**src/rtl/muldiv_sequencer.sv**
```systemverilog
// muldiv_sequencer: iterative signed multiply / restoring divide owning HI/LO,
// with a stall interlock for HI/LO-class instructions while an operation runs.
module muldiv_sequencer #(
  parameter int WIDTH = 32
) (
  input  logic             clk,
  input  logic             reset,
  input  logic             issue,
  input  logic [5:0]       funct,
  input  logic [WIDTH-1:0] rs_val,
  input  logic [WIDTH-1:0] rt_val,
  output logic             stall,
  output logic             busy,
  output logic             done,
  output logic             rd_valid,
  output logic [WIDTH-1:0] rd_data,
  output logic             div_by_zero,
  output logic [WIDTH-1:0] hi,
  output logic [WIDTH-1:0] lo
);
  localparam int CW = $clog2(WIDTH);
  typedef enum logic [1:0] {IDLE, MUL, DIV, FIX} stateT;
  stateT state;
  logic [CW-1:0] cnt;
  logic [WIDTH-1:0] opA, accHi, accLo, magRs, magRt, quoSigned, remSigned;
  logic signA, signB, isDiv, divZero;
  logic isMult, isDivOp, isMfhi, isMflo, hiLoClass, accept, divGe;
  logic [WIDTH:0] mulSum, divShift;
  logic [2*WIDTH-1:0] prod, prodSigned;
  assign isMult = funct == 6'b011000;
  assign isDivOp = funct == 6'b011010;
  assign isMfhi = funct == 6'b010000;
  assign isMflo = funct == 6'b010010;
  assign hiLoClass = isMult || isDivOp || isMfhi || isMflo;
  assign busy = state != IDLE;
  assign stall = issue && hiLoClass && busy;
  assign accept = issue && hiLoClass && !busy;
  assign magRs = rs_val[WIDTH-1] ? -rs_val : rs_val;
  assign magRt = rt_val[WIDTH-1] ? -rt_val : rt_val;
  // accHi/accLo hold {partial product, multiplier} for MUL and {remainder, quotient} for DIV
  assign mulSum = {1'b0, accHi} + (accLo[0] ? {1'b0, opA} : '0);
  assign divShift = {accHi, accLo[WIDTH-1]};
  assign divGe = divShift >= {1'b0, opA};
  assign prod = {accHi, accLo};
  assign prodSigned = (signA ^ signB) ? -prod : prod;
  assign quoSigned = (signA ^ signB) ? -accLo : accLo;
  assign remSigned = signA ? -accHi : accHi;
  always_ff @(posedge clk) begin
    if (reset) begin
      state <= IDLE;
      cnt <= '0;
      opA <= '0;
      accHi <= '0;
      accLo <= '0;
      signA <= 1'b0;
      signB <= 1'b0;
      isDiv <= 1'b0;
      divZero <= 1'b0;
      hi <= '0;
      lo <= '0;
      rd_data <= '0;
      rd_valid <= 1'b0;
      done <= 1'b0;
      div_by_zero <= 1'b0;
    end else begin
      done <= 1'b0;
      rd_valid <= 1'b0;
      div_by_zero <= 1'b0;
      case (state)
        IDLE: if (accept) begin
          if (isMfhi || isMflo) begin
            rd_data <= isMfhi ? hi : lo;
            rd_valid <= 1'b1;
          end else begin
            signA <= rs_val[WIDTH-1];
            signB <= rt_val[WIDTH-1];
            isDiv <= isDivOp;
            divZero <= rt_val == '0;
            opA <= isDivOp ? magRt : magRs;
            accHi <= '0;
            accLo <= isDivOp ? magRs : magRt;
            cnt <= '0;
            state <= isDivOp ? DIV : MUL;
          end
        end
        MUL: begin
          {accHi, accLo} <= {mulSum, accLo[WIDTH-1:1]};
          cnt <= cnt + 1'b1;
          if (cnt == CW'(WIDTH - 1)) state <= FIX;
        end
        DIV: begin
          accHi <= divGe ? divShift[WIDTH-1:0] - opA : divShift[WIDTH-1:0];
          accLo <= {accLo[WIDTH-2:0], divGe};
          cnt <= cnt + 1'b1;
          if (cnt == CW'(WIDTH - 1)) state <= FIX;
        end
        FIX: begin
          // a zero divisor leaves the dividend magnitude in the remainder, so remSigned restores rs_val
          if (isDiv) begin
            lo <= divZero ? '1 : quoSigned;
            hi <= remSigned;
            div_by_zero <= divZero;
          end else {hi, lo} <= prodSigned;
          done <= 1'b1;
          state <= IDLE;
        end
      endcase
    end
  end
endmodule

```
**config.mk**
```make
export PLATFORM = sky130hd
export DESIGN_NAME = muldiv_sequencer
export DESIGN_NICKNAME = d
export VERILOG_FILES = /design/src/rtl/muldiv_sequencer.sv
export SDC_FILE = /design/constraint.sdc
export NUM_CORES = 1
export LEC_CHECK = 0
export ABC_AREA = 1
export BUFFER_PORTS_ARGS = -buffer_cell sky130_fd_sc_hd__buf_2
export CAP_MARGIN = 15
export CORE_MARGIN = 2
export CORE_UTILIZATION = 32
export CTS_CLUSTER_DIAMETER = 200
export DETAILED_ROUTE_END_ITERATION = 10
export GPL_ROUTABILITY_DRIVEN = 1
export GPL_TIMING_DRIVEN = 0
export HOLD_SLACK_MARGIN = 0.08
export PLACE_DENSITY = 0.58
export SYNTH_ARGS = -nofsm -noshare
export SYNTH_HDL_FRONTEND = slang
export SYNTH_SLANG_ARGS = --single-unit
```
**constraint.sdc**
```tcl
create_clock -name clk -period 4.5 [get_ports clk]
set_input_delay 0.675 -clock clk [delete_from_list [all_inputs] [get_ports clk]]
set_output_delay 0.675 -clock clk [all_outputs]
set_load 0.05 [all_outputs]
```
# Word-level counts from Yosys, hierarchy flattened
# Index checks and enable logic that the tools add are counted.
op_classes:
  n_addsub: 8
  order_cmp: 1
  n_eq_ne: 11
  muxes: 29
  bitwise_logic: 6
  n_reduce_logical: 21
ops:
  columns: ["cell", "n"]
  rows:
  - ["2-to-1 mux 32 bit", 16]
  - ["case mux 32 bit (3 select lines)", 2]
  - ["negation 32 bit", 4]
  - ["2-to-1 mux 64 bit", 1]
  - ["negation 64 bit", 1]
  - ["adder 32 x 32 -> 33 bit", 1]
  - [">= comparator 33 x 32 -> 1 bit", 1]
  - ["logical NOT 32 bit", 1]
  - ["subtractor 32 bit", 1]
  - ["equality test 6 x 5 -> 1 bit, second input constant", 4]
  - ["AND reduction 3 bit", 5]
  - ["2-to-1 mux 5 bit", 2]
  - ["case mux 5 bit (2 select lines)", 1]
  - ["2-to-1 mux 2 bit", 4]
  - ["case mux 2 bit (3 select lines)", 1]
  - ["OR reduction 3 bit", 2]
  - ["adder 5 x 1 -> 5 bit, second input constant", 1]
  - ["equality test 5 bit, second input constant", 1]
  - ["inverter 1 bit", 5]
  - ["equality test 2 bit, second input constant", 2]
  - ["logical OR 1 bit", 4]
  - ["inequality test 2 bit, second input constant", 2]
  - ["nonzero test 2 bit", 2]
  - ["logical AND 1 bit", 3]
  - ["8 further kinds", 9]
word_totals:
  register_bits: 206
  inputBits: 73
  output_inout_bits: 101

# Depth between registers and ports, before layout
depth:
  depth_word: 8
  depth_mapped: 21
  depth_no_buf: 19

# Least setup slack after synthesis
# OpenSTA, ideal clock, no wires.
synth_timing:
  path_kind: "input -> output"
  startpoint: "input port funct[4]"
  endpoint: "output port stall"
  arrival_time_ps: 1967
  t_required_ps: 3825
  path_slack_ps: 1858
  cell_stages: 4
  path_buffers: 0
  cell_sequence: "inv_1 nor2_1 nand2_1 nor3_1"
synth_between:
  elab_chain_len: 6
synth_lines:
  columns: ["element", "line", "source"]
  rows:
  - ["start: declaration", "9", "input logic [5:0] funct,"]
  - ["equality test 6 x 5 -> 1 bit, on equally long branches", "30, 31", null]
  - ["logical OR 1 bit (2 in a row)", "34", "assign hiLoClass = isMult || isDivOp || isMfhi || isMflo;"]
  - ["logical OR 1 bit *", "34", null]
  - ["logical AND 1 bit * (2 in a row)", "36", "assign stall = issue && hiLoClass && busy;"]
  - ["end: declaration", "12", "output logic stall,"]
# Mark *: on every way between the ends. The rest lies on a longest branch, timed or not.

# Worst setup path after layout
layout_timing:
  startpoint: "register accLo[0]"
  endpoint: "register accHi[25]"
layout_between:
  elab_chain_len: 3
layout_lines:
  columns: ["element", "line", "source"]
  rows:
  - ["start: declaration", "25", "logic [WIDTH-1:0] opA, accHi, accLo, magRs, magRt, quoSigned, remSigned;"]
  - ["start signal: assignment", "81", "accLo <= isDivOp ? magRs : magRt;"]
  - ["start signal: assignment", "87", "{accHi, accLo} <= {mulSum, accLo[WIDTH-1:1]};"]
  - ["start signal: assignment", "93", "accLo <= {accLo[WIDTH-2:0], divGe};"]
  - ["2-to-1 mux 32 bit", "41", "assign mulSum = {1'b0, accHi} + (accLo[0] ? {1'b0, opA} : '0);"]
  - ["adder 32 x 32 -> 33 bit", "41", null]
  - ["case mux 32 bit (3 select lines)", "69", "case (state)"]
  - ["end signal: assignment", "87", null]
  - ["end signal: assignment", "92", "accHi <= divGe ? divShift[WIDTH-1:0] - opA : divShift[WIDTH-1:0];"]
  - ["end: declaration", "25", null]
# Every way passes these cells.
# A chain may end at the register's enable or synchronous reset.

==> results_dict.tcl <==
set metrics [dict create \
    status "finished clean" \
    ctsRootBufferMaster "clkbuf_16" \
    synth_warnings 0 \
    first_pass_iters 7 \
    pwr-share-seq 0.288 \
    clkTransAtPathRegs_ns 0.07 \
    setup_viol 0 \
    fin_skew_ns 0.0219 \
    finalCriticalPeriod_ns 3.90 \
    overflow 0 \
    clock_latency_ns 0.56 \
    placed_area_um2 21200 \
    synth_flop_cell "dfxtp_1" \
    fp.dieW_um 250 \
    critPathMaxFanout 10 \
    rrSetupSlack_ns 0.60 \
    asyncSetResetFlopFracSynth 0 \
    antenna_found_initial 0 \
    syn_nets 3592 \
    yosysSeqAreaShare 0.213 \
    drtIter0Drc 2795 \
    drc 0 \
    ios 174 \
    cts_setup_buffers 0 \
    clock-sinks 206 \
    slew_headroom 0.284 \
    fin_setup_tns_ns 0 \
    ys_types 59 \
    syn_inst 3442 \
    dpl.hpwl_um 75400 \
    cp_data_required_time_ns 4.97 \
    hold_class "in2reg" \
    drv_slew 0 \
    cts_hold_buf 0 \
    start_util 0.322 \
    critical_path_class "reg2reg" \
    utilization 0.366 \
    htreeDepth 1 \
    final_cell_mix "nand2_1, inv_1, nor2_1" \
    routedWlPerCell_um 20.3 \
    switching_share 0.455 \
    grt_pass1_wl_um 133000 \
    clock_power_share 0.275 \
    ys_ff_latch 206 \
    fmax_ghz 0.256 \
    switchingPower_w 0.00326 \
    via_count 23100 \
    cap_violations 0 \
    avgViaCountPerCell 5.20 \
    num_rows 90 \
    io_buffers 172 \
    cts_max_path_buffers 3 \
    postSynthAreaPerCell_um2 5.63 \
    cts_resized 0 \
    design_area_um2 22000 \
    post-route-period-util 0.866 \
    syn_area_um2 19400 \
    power.density_nw_per_um2 326 \
    layout.nets 3790 \
    routabilityCongestion 1.04 \
    hold_viol_final 0 \
    cts_tree "built" \
    max_slew.worst_pin.slew_ns 1.07 \
    dieHeight_um 250 \
    pwr-share-comb 0.437 \
    start_kind "flip-flop" \
    drt.antenna.violating_nets 0 \
    synth_edf_count 0 \
    mostFrequentLayoutCell "nand2_1" \
    drive_gt1_frac 0.0924 \
    rsz0062_at_grt "false" \
    grt_max_degree 14 \
    die_area_um2 62600 \
    grt_pass1_vias 21300 \
    track_usage 0.281 \
    arrival_ns 4.37 \
    p_int_w 0.00392 \
    p_leak_nw 11.5 \
    cts_buffers 24 \
    wl_um 90100 \
    core_area_um2 60100 \
    antenna_cells 0 \
    critPathCaptureType "flip-flop" \
    vdd_drop_max_mv 0.257 \
    area_delta_synth_final_pct 13.5 \
]
## cell families after synthesis
group,share of synthesized area
simple gates,0.391
buf+inv,0.137
compound gates,0.173
flops,0.213
xor+xnor,0.0361
fa+ha+maj,0.0505
## path summary, 6_finish.rpt
| kind | startpoint | to | depth (start not counted) |
|---|---|---|---|
| setup / recovery | accLo[0]$_SDFFE_PP0P_ | accHi[25]$_SDFFE_PP0P_ | 20 |
| setup reg to reg | accLo[0]$_SDFFE_PP0P_ | accHi[25]$_SDFFE_PP0P_ | 20 |
| hold reg to reg | cnt[4]$_SDFFE_PP0P_ | cnt[4]$_SDFFE_PP0P_ | 2 |
| hold / removal | rs_val[0] | opA[0]$_SDFFE_PP0P_ | 3 |
## critical path, cell delays in order (launching register included)
cell,delay [ns]
dfxtp_1,0.32
buf_6,0.17
clkbuf_1,0.39
nand2_1,0.11
inv_1,0.07
ha_1,0.31
inv_1,0.14
fa_1,0.44
inv_1,0.10
nand2_1,0.07
o21ai_1,0.39
nand2_1,0.09
nand2_1,0.14
nand2_1,0.06
nand2_1,0.10
nand2_1,0.14
nand3_1,0.12
nand3_1,0.24
nand2_1,0.16
nand2_1,0.06
a21oi_1,0.14
## cells in the mapped netlist, drive strengths merged (32+ instances only)
master | instances | area (µm²)
a21oi | 240 | 1220
buf | 50 | 299
clkbuf | 79 | 297
dfxtp | 206 | 4120
ha | 75 | 938
inv | 545 | 2050
nand2 | 1073 | 4100
nand3 | 255 | 1300
nand4 | 40 | 256
nor2 | 358 | 1440
nor3 | 36 | 211
o211ai | 46 | 345
o21ai | 220 | 1120
o22ai | 32 | 200
xor2 | 62 | 543
## per-layer routing
layer | up-vias | global-route usage | routed length (µm) | part of all wire
met3 | 179 | 0.0414 | 8340 | 0.093
met1 | 10500 | 0.388 | 39100 | 0.43
li1 | 11400 | - | - | -
met5 | - | 0 | 0 | 0
met2 | 1046 | 0.438 | 38500 | 0.43
met4 | 0 | 0.111 | 4110 | 0.046
## registers in the layout, summed over array words and instances (netlist names), 2 cells and up
signal,count
accHi,32
accLo,32
cnt,5
hi,32
lo,32
opA,32
rd_data,32
state,2
## area by class of cell
type,count,area [µm²]
timing repair buffer,172,861
clock inverter,7,43.8
inverter,547,2060
sequential,206,4120
fill,6979,38100
clock buffer,37,731
buffer,129,596
multi-input combinational,2560,12600
tap,782,978
## power by group through the flow
stage	registers, W	logic, W	clock network [W]
finish	0.00207	0.00314	0.00197
global route	0.00207	0.00339	0.00206
CTS	0.00206	0.00307	0.00200
detailed placement	0.00210	0.00306	0
global placement	0.00210	0.00306	0
floorplan	0.00225	0.00191	0
## through the flow
stage / power (W) / instances / hold slack, ns / setup WS, ns
after global placement: 0.00516 / 4396 / 0.461 / 0.790
after floorplan: 0.00416 / 3442 / 0.437 / 1.86
after detailed placement: 0.00516 / 4396 / 0.467 / 0.766
after CTS: 0.00712 / 4440 / 0.419 / 0.730
final: 0.00718 / 4440 / 0.435 / 0.601
after global routing: 0.00752 / 4440 / 0.435 / 0.424
Note: power is estimated with default switching activity, not from simulation.
